$ cat src/rtl/matmul_engine.sv
// NxN output-stationary systolic matrix multiplier computing C = A x B.
// Operands are loaded element by element; results are read back one byte lane at a time.
module matmul_engine #(
  parameter int N     = 2,
  parameter int DW    = 8,
  parameter int ACC_W = 16,
  localparam int LA   = $clog2(N * N),
  localparam int RB   = (ACC_W / 8 > 1) ? $clog2(ACC_W / 8) : 1
) (
  input  logic          clk,
  input  logic          rst,
  input  logic          load_en,
  input  logic          load_mat,
  input  logic [LA-1:0] load_addr,
  input  logic [DW-1:0] load_data,
  input  logic          start,
  input  logic          signed_mode,
  input  logic [LA-1:0] rd_addr,
  input  logic [RB-1:0] rd_byte,
  output logic [7:0]    rd_data,
  output logic          busy,
  output logic          done
);
  localparam int NN    = N * N;
  localparam int STEPS = 3 * N - 1;
  localparam int SW    = $clog2(3 * N);

  typedef enum logic [1:0] {IDLE, CLEAR, FEED, DONE} state_t;

  state_t                 state_q, state_d;
  logic [SW-1:0]          step_q, step_d;
  logic                   mode_q, mode_d;
  logic [DW-1:0]          a_mat_q [NN];
  logic [DW-1:0]          a_mat_d [NN];
  logic [DW-1:0]          b_mat_q [NN];
  logic [DW-1:0]          b_mat_d [NN];
  logic [DW-1:0]          pe_a_q  [NN];
  logic [DW-1:0]          pe_a_d  [NN];
  logic [DW-1:0]          pe_b_q  [NN];
  logic [DW-1:0]          pe_b_d  [NN];
  logic [ACC_W-1:0]       acc_q   [NN];
  logic [ACC_W-1:0]       acc_d   [NN];
  logic [DW-1:0]          inj_a   [N];
  logic [DW-1:0]          inj_b   [N];
  logic [DW-1:0]          a_in    [NN];
  logic [DW-1:0]          b_in    [NN];
  logic signed [DW:0]     op_a, op_b;
  logic signed [2*DW+1:0] prod;
  logic                   load_ok;

  always_ff @(posedge clk) begin
    if (rst) begin
      state_q <= IDLE;
      step_q  <= '0;
      mode_q  <= 1'b0;
      a_mat_q <= '{default: '0};
      b_mat_q <= '{default: '0};
      pe_a_q  <= '{default: '0};
      pe_b_q  <= '{default: '0};
      acc_q   <= '{default: '0};
    end else begin
      state_q <= state_d;
      step_q  <= step_d;
      mode_q  <= mode_d;
      a_mat_q <= a_mat_d;
      b_mat_q <= b_mat_d;
      pe_a_q  <= pe_a_d;
      pe_b_q  <= pe_b_d;
      acc_q   <= acc_d;
    end
  end

  always_comb begin
    state_d = state_q;
    step_d  = step_q;
    mode_d  = mode_q;
    busy    = 1'b0;
    done    = 1'b0;
    case (state_q)
      IDLE: begin
        if (start) state_d = CLEAR;
      end
      CLEAR: begin
        busy    = 1'b1;
        mode_d  = signed_mode;
        step_d  = '0;
        state_d = FEED;
      end
      FEED: begin
        busy = 1'b1;
        if (step_q == SW'(STEPS - 1)) state_d = DONE;
        else                          step_d  = step_q + 1'b1;
      end
      DONE: begin
        done = 1'b1;
        if (start) state_d = CLEAR;
      end
      default: state_d = IDLE;
    endcase
  end

  always_comb begin
    a_mat_d = a_mat_q;
    b_mat_d = b_mat_q;
    pe_a_d  = pe_a_q;
    pe_b_d  = pe_b_q;
    acc_d   = acc_q;
    inj_a   = '{default: '0};
    inj_b   = '{default: '0};
    a_in    = '{default: '0};
    b_in    = '{default: '0};
    op_a    = '0;
    op_b    = '0;
    prod    = '0;
    load_ok = load_en && (state_q == IDLE || state_q == DONE) && (int'(load_addr) < NN);
    if (load_ok) begin
      if (load_mat) b_mat_d[load_addr] = load_data;
      else          a_mat_d[load_addr] = load_data;
    end
    // Skewed wavefront: row i / column i start i steps late; the final step drains zeros.
    if (state_q == FEED) begin
      for (int i = 0; i < N; i++) begin
        if (int'(step_q) >= i && int'(step_q) - i < N) begin
          inj_a[i] = a_mat_q[i * N + int'(step_q) - i];
          inj_b[i] = b_mat_q[(int'(step_q) - i) * N + i];
        end
      end
    end
    for (int i = 0; i < N; i++) begin
      a_in[i * N] = inj_a[i];
      b_in[i]     = inj_b[i];
      for (int j = 1; j < N; j++) begin
        a_in[i * N + j] = pe_a_q[i * N + j - 1];
        b_in[j * N + i] = pe_b_q[(j - 1) * N + i];
      end
    end
    case (state_q)
      CLEAR: begin
        pe_a_d = '{default: '0};
        pe_b_d = '{default: '0};
        acc_d  = '{default: '0};
      end
      FEED: begin
        for (int p = 0; p < NN; p++) begin
          pe_a_d[p] = a_in[p];
          pe_b_d[p] = b_in[p];
          // One extra top bit lets a single signed multiplier serve both modes.
          op_a     = {mode_q & pe_a_q[p][DW-1], pe_a_q[p]};
          op_b     = {mode_q & pe_b_q[p][DW-1], pe_b_q[p]};
          prod     = op_a * op_b;
          acc_d[p] = acc_q[p] + ACC_W'(prod);
        end
      end
      default: ;
    endcase
  end

  always_comb begin
    rd_data = '0;
    if (int'(rd_addr) < NN) rd_data = 8'(acc_q[rd_addr] >> (8 * rd_byte));
  end

endmodule

$ cat config.mk
export PLATFORM = sky130hd
export DESIGN_NAME = matmul_engine
export DESIGN_NICKNAME = d
export VERILOG_FILES = /design/src/rtl/matmul_engine.sv
export SDC_FILE = /design/constraint.sdc
export NUM_CORES = 1
export LEC_CHECK = 0
export CORE_UTILIZATION = 46
export DETAILED_ROUTE_END_ITERATION = 10
export PLACE_DENSITY = 0.62
export SYNTH_ARGS = -nofsm -noshare
export SYNTH_HDL_FRONTEND = slang
export SYNTH_SLANG_ARGS = --single-unit
export TNS_END_PERCENT = 100
$ cat constraint.sdc
create_clock -name clk -period 5 [get_ports clk]
set_input_delay 0.5 -clock clk [delete_from_list [all_inputs] [get_ports clk]]
set_output_delay 0.5 -clock clk [all_outputs]
set_load 0.03 [all_outputs]
==> Word-level counts from Yosys, hierarchy flattened <==
Cells that the tools add are included.
{ "word_totals": {"ff_bits": 198, "input_bits": 19, "output_inout_bits": 10, "wordCells": 114} }
{ "classes": {"n_addsub": 9, "n_mul": 4, "magnitude_cmp": 10, "n_eq_ne": 7, "shift": 1, "mux": 33, "bitwise": 15, "reduce_logical": 12} }
{ "ops": {"columns": ["op", "count"], "rows": [
  ["$ge A32 B3 Y1 const B", 4],
  ["$pmux W32 S2", 2],
  ["$pmux W64 S2", 1],
  ["$mux W8", 13],
  ["$add A16 B16 Y16", 4],
  ["$bmux W8 S2", 4],
  ["$bwmux W32", 2],
  ["$mul A9 B9 Y16", 4],
  ["$not A32 Y32", 2],
  ["$bmux W16 S2", 1],
  ["$mux W16", 2],
  ["$not A3 Y32", 1],
  ["$not A4 Y32", 1],
  ["$demux W8 S2", 1],
  ["$shr A16 B4 Y8", 1],
  ["$and A1 B1 Y1", 8],
  ["$reduce_and A2 Y1", 4],
  ["$add A5 B2 Y6 const B", 1],
  ["$ge A3 B3 Y1 const B", 2],
  ["$not A2 Y3", 2],
  ["$pmux W2 S3", 1],
  ["$pmux W3 S2", 1],
  ["$sub A4 B1 Y5 const B", 1],
  ["$add A2 B3 Y4 const A", 1],
  ["20 further kinds", 27]
]} }

==> Depth between registers and ports, before layout <==
{ "depth": {"word_depth": 8, "ltp_mapped": 19, "ltp_nobuf": 18} }

==> Worst setup path after synthesis <==
No wires, ideal clock.
{ "synth_timing": {"kind": "flip-flop to flip-flop", "startpoint": "register mode_q", "endpoint": "register acc_q[44] in the netlist's numbering", "setup_time_ps": 117, "arrival_ps": 5125, "t_required_ps": 4883, "path_slack_ps": -242, "path_stages_with_launch": 19, "n_path_buf": 2, "synth_period_minus_slack_ps": 5242, "cell_sequence": "dfxtp_1 -> clkbuf_1 -> clkbuf_1 -> and2_1 -> nand2_1 -> fa_1 -> inv_1 -> fa_1 -> fa_1 -> fa_1 -> inv_1 -> fa_1 -> inv_1 -> ha_1 -> a21o_1 -> nand2_1 -> or2b_1 -> or3_1 -> a32o_1"} }
{ "synth_via": {"elab_chain_len": 4, "word_cells_on_any_way": 5, "cone_classes": "1 x add/sub; 1 x mul; 1 x mux; 2 x bitwise"} }
{ "synth_rtl": {"columns": ["item", "line", "source"], "rows": [
  ["start, declared", "32", "logic mode_q, mode_d;"],
  ["start signal, assigned", "64", "mode_q <= mode_d;"],
  ["$and A1 B1 Y1, on equally long branches", "148, 149", null],
  ["$mul A9 B9 Y16 *", "150", "prod = op_a * op_b;"],
  ["$add A16 B16 Y16 *", "151", "acc_d[p] = acc_q[p] + ACC_W'(prod);"],
  ["$pmux W64 S2 *", "137", "case (state_q)"],
  ["end signal, assigned", "60", "acc_q <= '{default: '0};"],
  ["end signal, assigned", "69", "acc_q <= acc_d;"],
  ["end, declared", "41", "logic [ACC_W-1:0] acc_q [NN];"]
]} }
Mark *: on every way between the ends. The rest lies on a longest branch, timed or not.
A chain may end at the register's enable or synchronous reset.

==> Final worst setup path <==
{ "layout_timing": {"startpoint": "register mode_q", "endpoint": "register acc_q[59] in the netlist's numbering"} }
The elaborated chain is that of the path after synthesis.

==> results.py <==
metrics = {
    "run_status": {
        "status": "finished clean",
    },
    "global_routing": {
        "grt_pass1_wl_um": 90400,
        "grt_max_degree": 94,
        "grt_pass1_vias": 16900,
        "antenna_found_initial": 0,
        "grt_overflow": 0,
        "grt.total_usage_pct": 24.5,
    },
    "die": {
        "pin_count": 29,
        "core_area_mm2": 0.0458,
        "num_rows": 78,
        "die_y_um": 218,
        "start_util_pct": 47.1,
        "die_w_um": 218,
        "dieArea_mm2": 0.0477,
    },
    "drt": {
        "wire_per_inst_um": 18.3,
        "final_antenna_net_count": 0,
        "vias": 16200,
        "firstDrtPassIters": 5,
        "vias_per_cell": 5.36,
        "drcViolationCount": 0,
        "finalWirelength_um": 55400,
        "drt-initial-drc-count": 912,
    },
    "cells_and_area": {
        "n_antenna_cell": 0,
        "layout_common_cells": "inv_1, fa_1, nand2_1",
        "nNetsFinal": 2915,
        "area_delta_synth_final_pct": 12.0,
        "fin_cells": 3032,
        "drive_gt1_share_pct": 13.9,
        "finalCoreUtilization_pct": 52.7,
        "layout_commonest_cell": "inv_1",
    },
    "logic_synthesis": {
        "synth_xor_area_share_pct": 2.28,
        "async_flop_share_pct": 0,
        "synth_top_family_by_area": "adder cells",
        "synthAdderAreaFrac_pct": 38.0,
        "synth_area_mm2": 0.0215,
        "yosysWarnings": 0,
        "synth_compound_area_share_pct": 8.94,
        "synthMuxAreaShare_pct": 7.20,
        "synth_area_per_cell_um2": 9.00,
        "ys.flop_type": "dfxtp_1",
        "synth_nets": 2888,
        "synthSimpleGateAreaFrac_pct": 14.9,
        "synth_edf_count": 0,
        "synth_seq_cells": 198,
        "synth-seq-area-share_pct": 18.4,
        "synthCells": 2392,
        "synth.distinct_cells": 58,
    },
    "power_and_ir_drop": {
        "switching_share_pct": 36.9,
        "power_density_mw_per_mm2": 180,
        "p_int_mw": 2.75,
        "p_leak_nw": 11.8,
        "p_comb_share_pct": 26.9,
        "clock_power_share_pct": 35.4,
        "switching_power_mw": 1.60,
        "seqPwrFrac_pct": 37.7,
        "total_power_mw": 4.35,
        "peakVddDrop_mv": 0.377,
    },
    "critical_path": {
        "end_kind": "flop",
        "max_stage_delay_ns": 0.55,
        "cp_max_fo": 6,
        "path_buf_inv": 6,
        "worstPathArrival_ns": 5.39,
        "rrSetupSlack_ns": 0.03,
        "critPathLaunchType": "flop",
        "critical_path.cell_chain": "buf_12 > clkbuf_16 > nand2_4 > buf_6 > nor2_4 > fa_1 > fa_1 > fa_1 > fa_1 > inv_1 > fa_1 > inv_2 > ha_4 > buf_6 > nand3_4 > nor4_4 > nor2_2 > and3b_1 > o31a_1 > nor2_1",
        "required_ns": 5.42,
        "crit_top_cell": "fa_1",
        "worstSetupPathType": "reg2reg",
        "reg2regPathDepth": 20,
        "r2r-start": "mode_q",
        "crit_family": "adder cells",
        "rr_endpoint": "acc_q[59]",
        "crit_slowest_cell": "fa_1",
    },
    "clocking": {
        "cts_buffers": 17,
        "tritoncts": "yes",
        "cts_root_buffer": "clkbuf_16",
        "htreeDepth": 4,
        "cts-hold-fix-buffers": 0,
        "clkLatencyLatePin_ns": 0.50,
        "cts_buffer_depth": 2,
        "cts_sinks": 198,
        "clk_pin_slew_ns": 0.08,
    },
    "timing": {
        "final.setup_skew_ns": 0.0156,
        "hold_violations": 0,
        "fin_crit_sh_pct": 99.3,
        "setup_ws_ns": 0.0340,
        "relSlewSlack_pct": 36.6,
        "setup_viol": 0,
        "worst_pin_slew_ns": 0.952,
        "layout_min_cycle_time_ns": 4.97,
        "fmax_mhz": 201,
        "rsz0062_at_grt": "yes",
        "slew_viol_final": 0,
        "tns_ns": 0,
    },
    "place": {
        "place_ws_ns": -0.0987,
        "io_buffers": 28,
        "dpl.cell_count": 2978,
        "place_hpwl_um": 42700,
        "place_congestion": 0.878,
    },
    "hold_path": {
        "hold_path.startpoint": "b_mat_q[19]",
        "whs_path_depth": 2,
        "min_path_type": "reg2reg",
        "whs_endpoint": "b_mat_q[19]",
    },
    "flow_run": {
        "cap_violations": 0,
    },
}
[state kept, by name, indices dropped and copies added (netlist names)]
register	cells
mode_q	1
b_in	16
pe_a_q	16
b_mat_q	32
pe_b_q	16
state_q	2
acc_q	64
a_mat_q	32
step_q	3
a_in	16
[cell type report]
class / count / area [um^2]
fill: 4193 / 21700
multi-input combinational: 1612 / 15800
sequential: 198 / 3990
inverter: 447 / 1680
timing repair buffer: 143 / 1260
tap: 600 / 751
clock buffer: 20 / 457
clock inverter: 12 / 179
[what timing repair did]
item                       CTS  global route
cloned                       1             1
pin swaps                    2            62
resized for setup           12           104
setup endpoints to repair   12            21
buffers inserted             0            20
[metal layers]
metal	track usage, %	part of all wire (%)	vias to the layer above
met5	0	0	-
met4	7.55	2.5	0
met3	3.63	4.4	71
met2	41.0	48	394
met1	32.5	45	8173
li1	-	-	7607
[worst max-delay path by stage]
stage	start	to	slack, ns	depth (start not counted)
final	mode_q	acc_q[59]	0.03	20
after global routing	mode_q	acc_q[59]	-0.17	20
after CTS	mode_q	acc_q[11]	-0.002	19
after detailed placement	mode_q	acc_q[11]	-0.1	19
after global placement	mode_q	acc_q[12]	-0.07	17
after floorplan	mode_q	acc_q[44]	0.001	18
[through the flow]
stage	cell area, um^2	hold slack [ns]
final	24100	0.493
after CTS	23500	0.498
after global placement	22800	0.467
after detailed placement	22800	0.480
after floorplan	21500	0.448
after global routing	24100	0.523
[kinds of logic (layout without fill, tap and decap cells)]
| group | after synthesis | in the layout |
|---|---|---|
| flops | 198 | 198 |
| compound gates | 279 | 279 |
| mux | 121 | 121 |
| simple gates | 679 | 679 |
| buf+inv | 582 | 622 |
| fa+ha+maj | 477 | 477 |
| xor+xnor | 56 | 56 |
[synthesized netlist by cell type, types with 12 or more instances]
cell type | count | area [um^2]
a21oi_1 | 65 | 325
nor2_1 | 208 | 781
clkbuf_1 | 114 | 428
nor3_1 | 17 | 85.1
fa_1 | 296 | 5930
dfxtp_1 | 198 | 3960
a22oi_1 | 49 | 368
a32o_1 | 12 | 120
mux4_2 | 24 | 541
buf_2 | 12 | 60.1
mux2i_1 | 65 | 651
nand2_1 | 227 | 852
mux2_2 | 32 | 360
inv_1 | 446 | 1670
a21o_1 | 12 | 90.1
and3_1 | 39 | 244
ha_1 | 181 | 2260
o21ai_0 | 50 | 250
and2_1 | 109 | 682
a211oi_1 | 13 | 97.6
xnor2_1 | 51 | 447
a21boi_0 | 13 | 97.6
[power by group through the flow]
stage	Combinational (mW)	Sequential, mW	Clock [mW]
2_1_floorplan	0.695	1.67	0
3_3_place_gp	1.10	1.67	0
3_5_place_dp	1.11	1.68	0
4_1_cts	1.13	1.64	1.57
5_1_grt	1.24	1.64	1.62
6_report	1.17	1.64	1.54
[tightest hold or removal path, stage by stage, from the launching register on]
cell and delay, ns:
dfxtp_1 0.32, mux2i_1 0.06, nor2_1 0.07
(Power assumes the default switching activity.)
